[src/rtl/stopwatch_bcd.sv]
// stopwatch_bcd - hundredth-second stopwatch with BCD display output.
//
// Buttons are synchronised, debounced against the 1 ms strobe and turned
// into single-clock press pulses.  A three-state controller (IDLE/RUN/STOP)
// gates a ms divider that advances a four-digit BCD count (SS.hh).  The
// count saturates at 99.99 and forces STOP.
//
// Optional feature: define STOPWATCH_LAP_EN to build the lap (display
// freeze) function.  Without it btn_lap is ignored and dat always shows
// the live count.
//
// Parameters:
//   DEB_MS  - debounce interval, in ce1ms strobes
//   TICK_MS - ce1ms strobes per hundredth-second count
// Ports:
//   clk     - system clock
//   rst     - synchronous active-high reset
//   ce1ms   - one-clk strobe every 1 ms
//   btn_ss  - raw start/stop button (async, active high)
//   btn_clr - raw clear button (async, active high)
//   btn_lap - raw lap button (async, active high)
//   dat     - BCD digits {S10,S1,h10,h1}, registered
//   set_P   - high exactly while running, registered
module stopwatch_bcd #(
    parameter int DEB_MS  = 20,
    parameter int TICK_MS = 10
) (
    input  logic        clk,
    input  logic        rst,
    input  logic        ce1ms,
    input  logic        btn_ss,
    input  logic        btn_clr,
    input  logic        btn_lap,
    output logic [15:0] dat,
    output logic        set_P
);

`ifdef STOPWATCH_LAP_EN
    localparam int NB = 3;
`else
    localparam int NB = 2;
`endif

    localparam int CNT_W = (DEB_MS > 1) ? $clog2(DEB_MS) : 1;
    localparam logic [CNT_W-1:0] CNT_ZERO = CNT_W'(0);
    localparam logic [CNT_W-1:0] CNT_ONE  = CNT_W'(1);
    localparam logic [CNT_W-1:0] CNT_LAST = CNT_W'(DEB_MS - 1);

    localparam int DIV_W = (TICK_MS > 1) ? $clog2(TICK_MS) : 1;
    localparam logic [DIV_W-1:0] DIV_ZERO = DIV_W'(0);
    localparam logic [DIV_W-1:0] DIV_ONE  = DIV_W'(1);
    localparam logic [DIV_W-1:0] DIV_LAST = DIV_W'(TICK_MS - 1);

    typedef enum logic [1:0] {
        ST_IDLE = 2'd0,
        ST_RUN  = 2'd1,
        ST_STOP = 2'd2
    } state_t;

    // Increment a four-digit BCD value, rippling the carry h1 -> S10.
    function automatic logic [15:0] bcd_inc(input logic [15:0] v);
        logic [15:0] r;
        logic        carry;
        r     = v;
        carry = 1'b1;
        for (int i = 0; i < 4; i++) begin
            if (carry) begin
                if (r[4*i +: 4] == 4'd9) begin
                    r[4*i +: 4] = 4'd0;
                    carry       = 1'b1;
                end else begin
                    r[4*i +: 4] = r[4*i +: 4] + 4'd1;
                    carry       = 1'b0;
                end
            end else begin
                carry = 1'b0;
            end
        end
        return r;
    endfunction

    // ------------------------------------------------------------------
    // Button conditioning: bit 0 = ss, bit 1 = clr, bit 2 = lap (if built)
    // ------------------------------------------------------------------
    logic [NB-1:0]    btn_raw_s;
    logic [NB-1:0]    sync1_r;
    logic [NB-1:0]    sync2_r;
    logic [NB-1:0]    level_r;
    logic [NB-1:0]    level_nxt_s;
    logic [NB-1:0]    press_r;
    logic [CNT_W-1:0] deb_cnt_r     [NB];
    logic [CNT_W-1:0] deb_cnt_nxt_s [NB];

`ifdef STOPWATCH_LAP_EN
    assign btn_raw_s = {btn_lap, btn_clr, btn_ss};
`else
    assign btn_raw_s = {btn_clr, btn_ss};
`endif

    // Debounce: the level flips only after DEB_MS consecutive strobes on
    // which the synchronised input disagrees; any agreement restarts it.
    always_comb begin
        for (int i = 0; i < NB; i++) begin
            level_nxt_s[i]   = level_r[i];
            deb_cnt_nxt_s[i] = deb_cnt_r[i];
            if (sync2_r[i] == level_r[i]) begin
                deb_cnt_nxt_s[i] = CNT_ZERO;
            end else if (ce1ms) begin
                if (deb_cnt_r[i] == CNT_LAST) begin
                    level_nxt_s[i]   = sync2_r[i];
                    deb_cnt_nxt_s[i] = CNT_ZERO;
                end else begin
                    deb_cnt_nxt_s[i] = deb_cnt_r[i] + CNT_ONE;
                end
            end else begin
                deb_cnt_nxt_s[i] = deb_cnt_r[i];
            end
        end
    end

    // Synchroniser, debounce state and one-clock press pulse on 0->1.
    always_ff @(posedge clk) begin
        if (rst) begin
            sync1_r <= {NB{1'b0}};
            sync2_r <= {NB{1'b0}};
            level_r <= {NB{1'b0}};
            press_r <= {NB{1'b0}};
            for (int i = 0; i < NB; i++) begin
                deb_cnt_r[i] <= CNT_ZERO;
            end
        end else begin
            sync1_r <= btn_raw_s;
            sync2_r <= sync1_r;
            level_r <= level_nxt_s;
            press_r <= level_nxt_s & ~level_r;
            for (int i = 0; i < NB; i++) begin
                deb_cnt_r[i] <= deb_cnt_nxt_s[i];
            end
        end
    end

    logic ss_press_s;
    logic clr_press_s;
    assign ss_press_s  = press_r[0];
    assign clr_press_s = press_r[1];

    // ------------------------------------------------------------------
    // Controller, divider and BCD count
    // ------------------------------------------------------------------
    state_t           state_r;
    state_t           state_nxt_s;
    logic [DIV_W-1:0] div_r;
    logic [DIV_W-1:0] div_nxt_s;
    logic [15:0]      count_r;
    logic [15:0]      count_nxt_s;
    logic             tick_s;
    logic [15:0]      dat_r;
    logic [15:0]      dat_nxt_s;
    logic             set_p_r;

    // Next state, divider and count.  A ss press takes priority over clr,
    // so a simultaneous clr is simply dropped.
    always_comb begin
        state_nxt_s = state_r;
        div_nxt_s   = div_r;
        count_nxt_s = count_r;
        tick_s      = 1'b0;
        case (state_r)
            ST_IDLE: begin
                if (ss_press_s) begin
                    state_nxt_s = ST_RUN;
                    div_nxt_s   = DIV_ZERO;
                    count_nxt_s = 16'h0000;
                end else begin
                    state_nxt_s = ST_IDLE;
                end
            end
            ST_RUN: begin
                if (ce1ms) begin
                    if (div_r == DIV_LAST) begin
                        div_nxt_s = DIV_ZERO;
                        tick_s    = 1'b1;
                    end else begin
                        div_nxt_s = div_r + DIV_ONE;
                    end
                end else begin
                    div_nxt_s = div_r;
                end
                // Saturate at 99.99 instead of wrapping.
                if (tick_s) begin
                    if (count_r == 16'h9999) begin
                        state_nxt_s = ST_STOP;
                    end else begin
                        count_nxt_s = bcd_inc(count_r);
                    end
                end else begin
                    count_nxt_s = count_r;
                end
                if (ss_press_s) begin
                    state_nxt_s = ST_STOP;
                end else begin
                    state_nxt_s = (state_nxt_s == ST_STOP) ? ST_STOP : ST_RUN;
                end
            end
            ST_STOP: begin
                if (ss_press_s) begin
                    state_nxt_s = ST_RUN;
                end else if (clr_press_s) begin
                    state_nxt_s = ST_IDLE;
                    div_nxt_s   = DIV_ZERO;
                    count_nxt_s = 16'h0000;
                end else begin
                    state_nxt_s = ST_STOP;
                end
            end
            default: begin
                state_nxt_s = ST_IDLE;
                div_nxt_s   = DIV_ZERO;
                count_nxt_s = 16'h0000;
            end
        endcase
    end

`ifdef STOPWATCH_LAP_EN
    logic lap_press_s;
    logic freeze_r;
    logic freeze_nxt_s;
    assign lap_press_s = press_r[2];

    // Freeze control: toggles on lap in RUN, lap elsewhere only releases,
    // and an effective clear in STOP always releases.
    always_comb begin
        freeze_nxt_s = freeze_r;
        if ((state_r == ST_STOP) && clr_press_s && !ss_press_s) begin
            freeze_nxt_s = 1'b0;
        end else if (lap_press_s) begin
            if (state_r == ST_RUN) begin
                freeze_nxt_s = ~freeze_r;
            end else begin
                freeze_nxt_s = 1'b0;
            end
        end else begin
            freeze_nxt_s = freeze_r;
        end
    end

    // Freeze flag register.
    always_ff @(posedge clk) begin
        if (rst) begin
            freeze_r <= 1'b0;
        end else begin
            freeze_r <= freeze_nxt_s;
        end
    end

    // While frozen the display keeps its last value.
    assign dat_nxt_s = freeze_nxt_s ? dat_r : count_nxt_s;
`else
    logic unused_lap_s;
    assign unused_lap_s = btn_lap;
    assign dat_nxt_s    = count_nxt_s;
`endif

    // State, divider, count and registered outputs.
    always_ff @(posedge clk) begin
        if (rst) begin
            state_r <= ST_IDLE;
            div_r   <= DIV_ZERO;
            count_r <= 16'h0000;
            dat_r   <= 16'h0000;
            set_p_r <= 1'b0;
        end else begin
            state_r <= state_nxt_s;
            div_r   <= div_nxt_s;
            count_r <= count_nxt_s;
            dat_r   <= dat_nxt_s;
            set_p_r <= (state_nxt_s == ST_RUN);
        end
    end

    assign dat   = dat_r;
    assign set_P = set_p_r;

endmodule

[config.mk]
export PLATFORM = sky130hd
export DESIGN_NAME = stopwatch_bcd
export DESIGN_NICKNAME = d
export VERILOG_FILES = /design/src/rtl/stopwatch_bcd.sv
export SDC_FILE = /design/constraint.sdc
export NUM_CORES = 1
export LEC_CHECK = 0
export CAP_MARGIN = 20
export CORE_AREA = 2 2 58 74
export CTS_BUF_LIST = sky130_fd_sc_hd__clkbuf_8
export DETAILED_ROUTE_END_ITERATION = 10
export DIE_AREA = 0 0 60 76
export GPL_TIMING_DRIVEN = 0
export PLACE_DENSITY = 0.77
export SYNTH_ARGS = -nofsm -noshare
export SYNTH_HDL_FRONTEND = slang
export SYNTH_SLANG_ARGS = --single-unit
[constraint.sdc]
create_clock -name clk -period 1.9 [get_ports clk]
set_clock_uncertainty 0.05 [all_clocks]
set_input_delay 0.38 -clock clk [delete_from_list [all_inputs] [get_ports clk]]
set_output_delay 0.38 -clock clk [all_outputs]
set_load 0.02 [all_outputs]
==> reports/metrics.csv <==
metric;value;unit
xor-xnor portion of the synthesized cell area;3.417;%
antenna violations before repair;0;
Simple-Gate Fraction of Synth Area;28.13;%
Routed wire per std cell;14.89;um
most frequent cells in the layout;34 x dfxtp_1, 24 x nor2_1, 20 x clkdlybuf4s50_1;
storage element area;834.6;um2
Worst EP arrival;2.07;ns
syn_nets;249;
R2R Setup Slk;-0.04;ns
status;finished with violations;
Pleak;0.9574;nW
Synth Area in Compound Gates;15.74;%
Most Crowded Layer GR;met2;
top cell type's share of synthesized area;40.02;%
WHS Endpoint;sync2_r[0];
Clk pin slew, worst setup/hold paths;0.09;ns
met3 GRT Util;4.754;%
clock sink count;41;
clk root buf;clkbuf_8;
Synth cell types;47;
cell row count;26;
WL final;4825;um
Syn Inst Count;233;
worst r2r path cells;7;
Post-CTS Hold Buffers;0;
TritonCTS clock tree;yes;
RSZ-0062 raised after global routing;yes;
most common cell after layout, fill and taps aside;dfxtp_1;
Area Growth Syn to Fin;28.55;%
Layout fillers;327;
vias in the first global route;1724;
met1 Use GR;25.37;%
Placement Cell Area;2332;um2
maxcap violations;0;
FF+latch count, synth;41;
worst r2r src;dat[9];
later-pin clock latency in the skew report;0.31;ns
dpl hpwl;2986;um
Inst Count DP;310;
IO Pins;23;
main combinational cell family by area after synthesis;simple AND/OR/NAND/NOR gates;
grt total ovfl;0;
die area;4560;um2
minimum clock period;1.944;ns
top cells by area, synth;dfxtp_1 40%, ha_1 6.1%, nor2_1 4.4%, a21oi_1 3.9%, mux2i_1 3.9%;
hold_sp;sync1_r[0];
Slew HR;67.88;%
type of origin of the critical path;register;
final number of max-transition violations;0;
Worst-Margin Slew;0.4818;ns
antenna cells;0;
DIE WIDTH;60;um
crit path max fanout;5;
Num CTS Buffers;5;
Hold Slack;0.4004;ns
post-synthesis mux area share;3.905;%
Post-Layout Inst Area;2636;um2
Final period util;102.3;%
final worst slack;-0.04357;ns
hold path cells;1;
ys async rst share;0;%
# DRC;0;
ys flop type;dfxtp_1;
ANT nets after route;0;
Final Hold Fails;0;
register area share after synthesis;40.02;%
final cell count without fillers;324;
Peak VDD IR;0.3624;mV
CTS max path bufs;2;
pwr/cell area;576.1;nW/um2
final net count;283;
grt met2 use;37.17;%
Post-synth EDFFs;0;
syn_area_per_cell;8.801;um2
IO Port Bufs;21;
Hold Crit Class;reg2reg;
RR Endpoint;dat[11];
cell accounting for the most synthesized area;dfxtp_1;
area of the multi-input gates;1318;um2
routability cong.;0.7876;
DRT Pass-1 Iters;4;
yosys warns;0;
failing checks;setup timing;
fmax;514.5;MHz
CP endpoint kind;register;
fraction of layout cells with a size suffix above 1;19.78;%
Die H;76;um
Synth Area in Adders;6.101;%
Initial DRC Count;63;
first-pass GRT wire length;7728;um
Critical Path RT;2.03;ns
Synth Cell Area;2051;um2
core footprint;3936;um2
largest net degree at the start of global routing;16;
overall global routing resource usage;21.65;%
critical path class;reg2reg;
post-DR vias/cell;5.676;
via count;1839;
H-tree depth;2;
Initial Util;52.10;%
final setup fails;5;
[critical path, stage by stage, from the launching register on]
cell      delay, ns
dfxtp_4        0.37
inv_2          0.07
ha_4           0.11
nand3b_1       0.24
o31a_4         0.48
o211a_4        0.26
a31oi_1        0.17
a211oi_1       0.07
[per-stage QoR]
step,setup slack [ns],utilization [%],setup TNS (ns),power (mW)
2_1_floorplan,0.001520,-,0,0.9106
3_3_place_gp,-0.5275,59.25,-7.554,0.9278
3_5_place_dp,-0.5811,59.25,-8.553,0.9290
4_1_cts,0.0001845,63.76,0,1.522
5_1_grt,-0.1188,66.97,-0.7399,1.567
6_report,-0.04357,66.97,-0.1026,1.519
[repair_timing]
item / in CTS / in global routing
endpoints found under the setup margin: 16 / 21
cloned: 0 / 0
pin swaps: 0 / 8
setup buffers: 3 / 3
gates resized for setup: 16 / 24
[synthesized netlist by cell type, drive strengths merged (2+ instances only)]
master,number
a21oi,16
and3,4
and3b,2
buf,2
clkbuf,5
dfxtp,41
ha,10
inv,7
mux2i,8
nand2,13
nand2b,7
nand3,8
nand3b,5
nand4,3
nor2,24
nor2b,9
nor3,12
nor3b,3
nor4,3
o211ai,2
o21a,4
o21ai,16
o32ai,2
or4,2
xnor2,2
xor2,6
[layer usage]
layer  vias to the layer above  wire length (um)  part of all wire (%)
li1                        900                 -                     -
met1                       886              2006                    42
met2                        44              2551                    53
met3                         9               177                   3.7
met4                         0                89                   1.8
met5                         -                 0                     0
[flip-flops by register name (all words and copies together) (netlist names)]
name	cells
div_r	4
deb_cnt_r	10
sync1_r	2
press_r	2
set_P	1
state_r	2
sync2_r	2
level_r	2
dat	16
[where the power goes]
group / switching, mW / internal, mW / total [mW] / leakage [nW]
combinational: 0.0249 / 0.0191 / 0.0439 / 0.577
sequential: 0.00233 / 0.860 / 0.862 / 0.335
clock: 0.347 / 0.265 / 0.612 / 0.0447
[cell type report]
class	instances	area share, %
multi-input cells	178	49.98
clock inverters	3	0.9492
repair buffers	27	9.919
clock buffers	5	2.610
plain buffers	7	1.234
inverters	7	0.9967
flip-flops and latches	41	31.66
well taps	56	2.658
[cells by family (layout without fill, tap and decap cells)]
family          after synthesis  count (layout)
compound gates               48              48
xor+xnor                      8               8
mux                           8               8
flops                        41              41
simple gates                104             104
buf+inv                      14              49
fa+ha+maj                    10              10
[worst max-delay path by stage]
stage	from	to	slack [ns]	cells after the start
final	dat[9]	dat[11]	-0.04	7
after global placement	rst	dat[4]	-0.53	5
after detailed placement	rst	dat[4]	-0.58	5
after floorplan	dat[5]	dat[15]	0.002	7
after global routing	dat[9]	dat[11]	-0.12	7
after CTS	state_r[1]	dat[6]	0.0002	6
(Power assumes the default switching activity.)
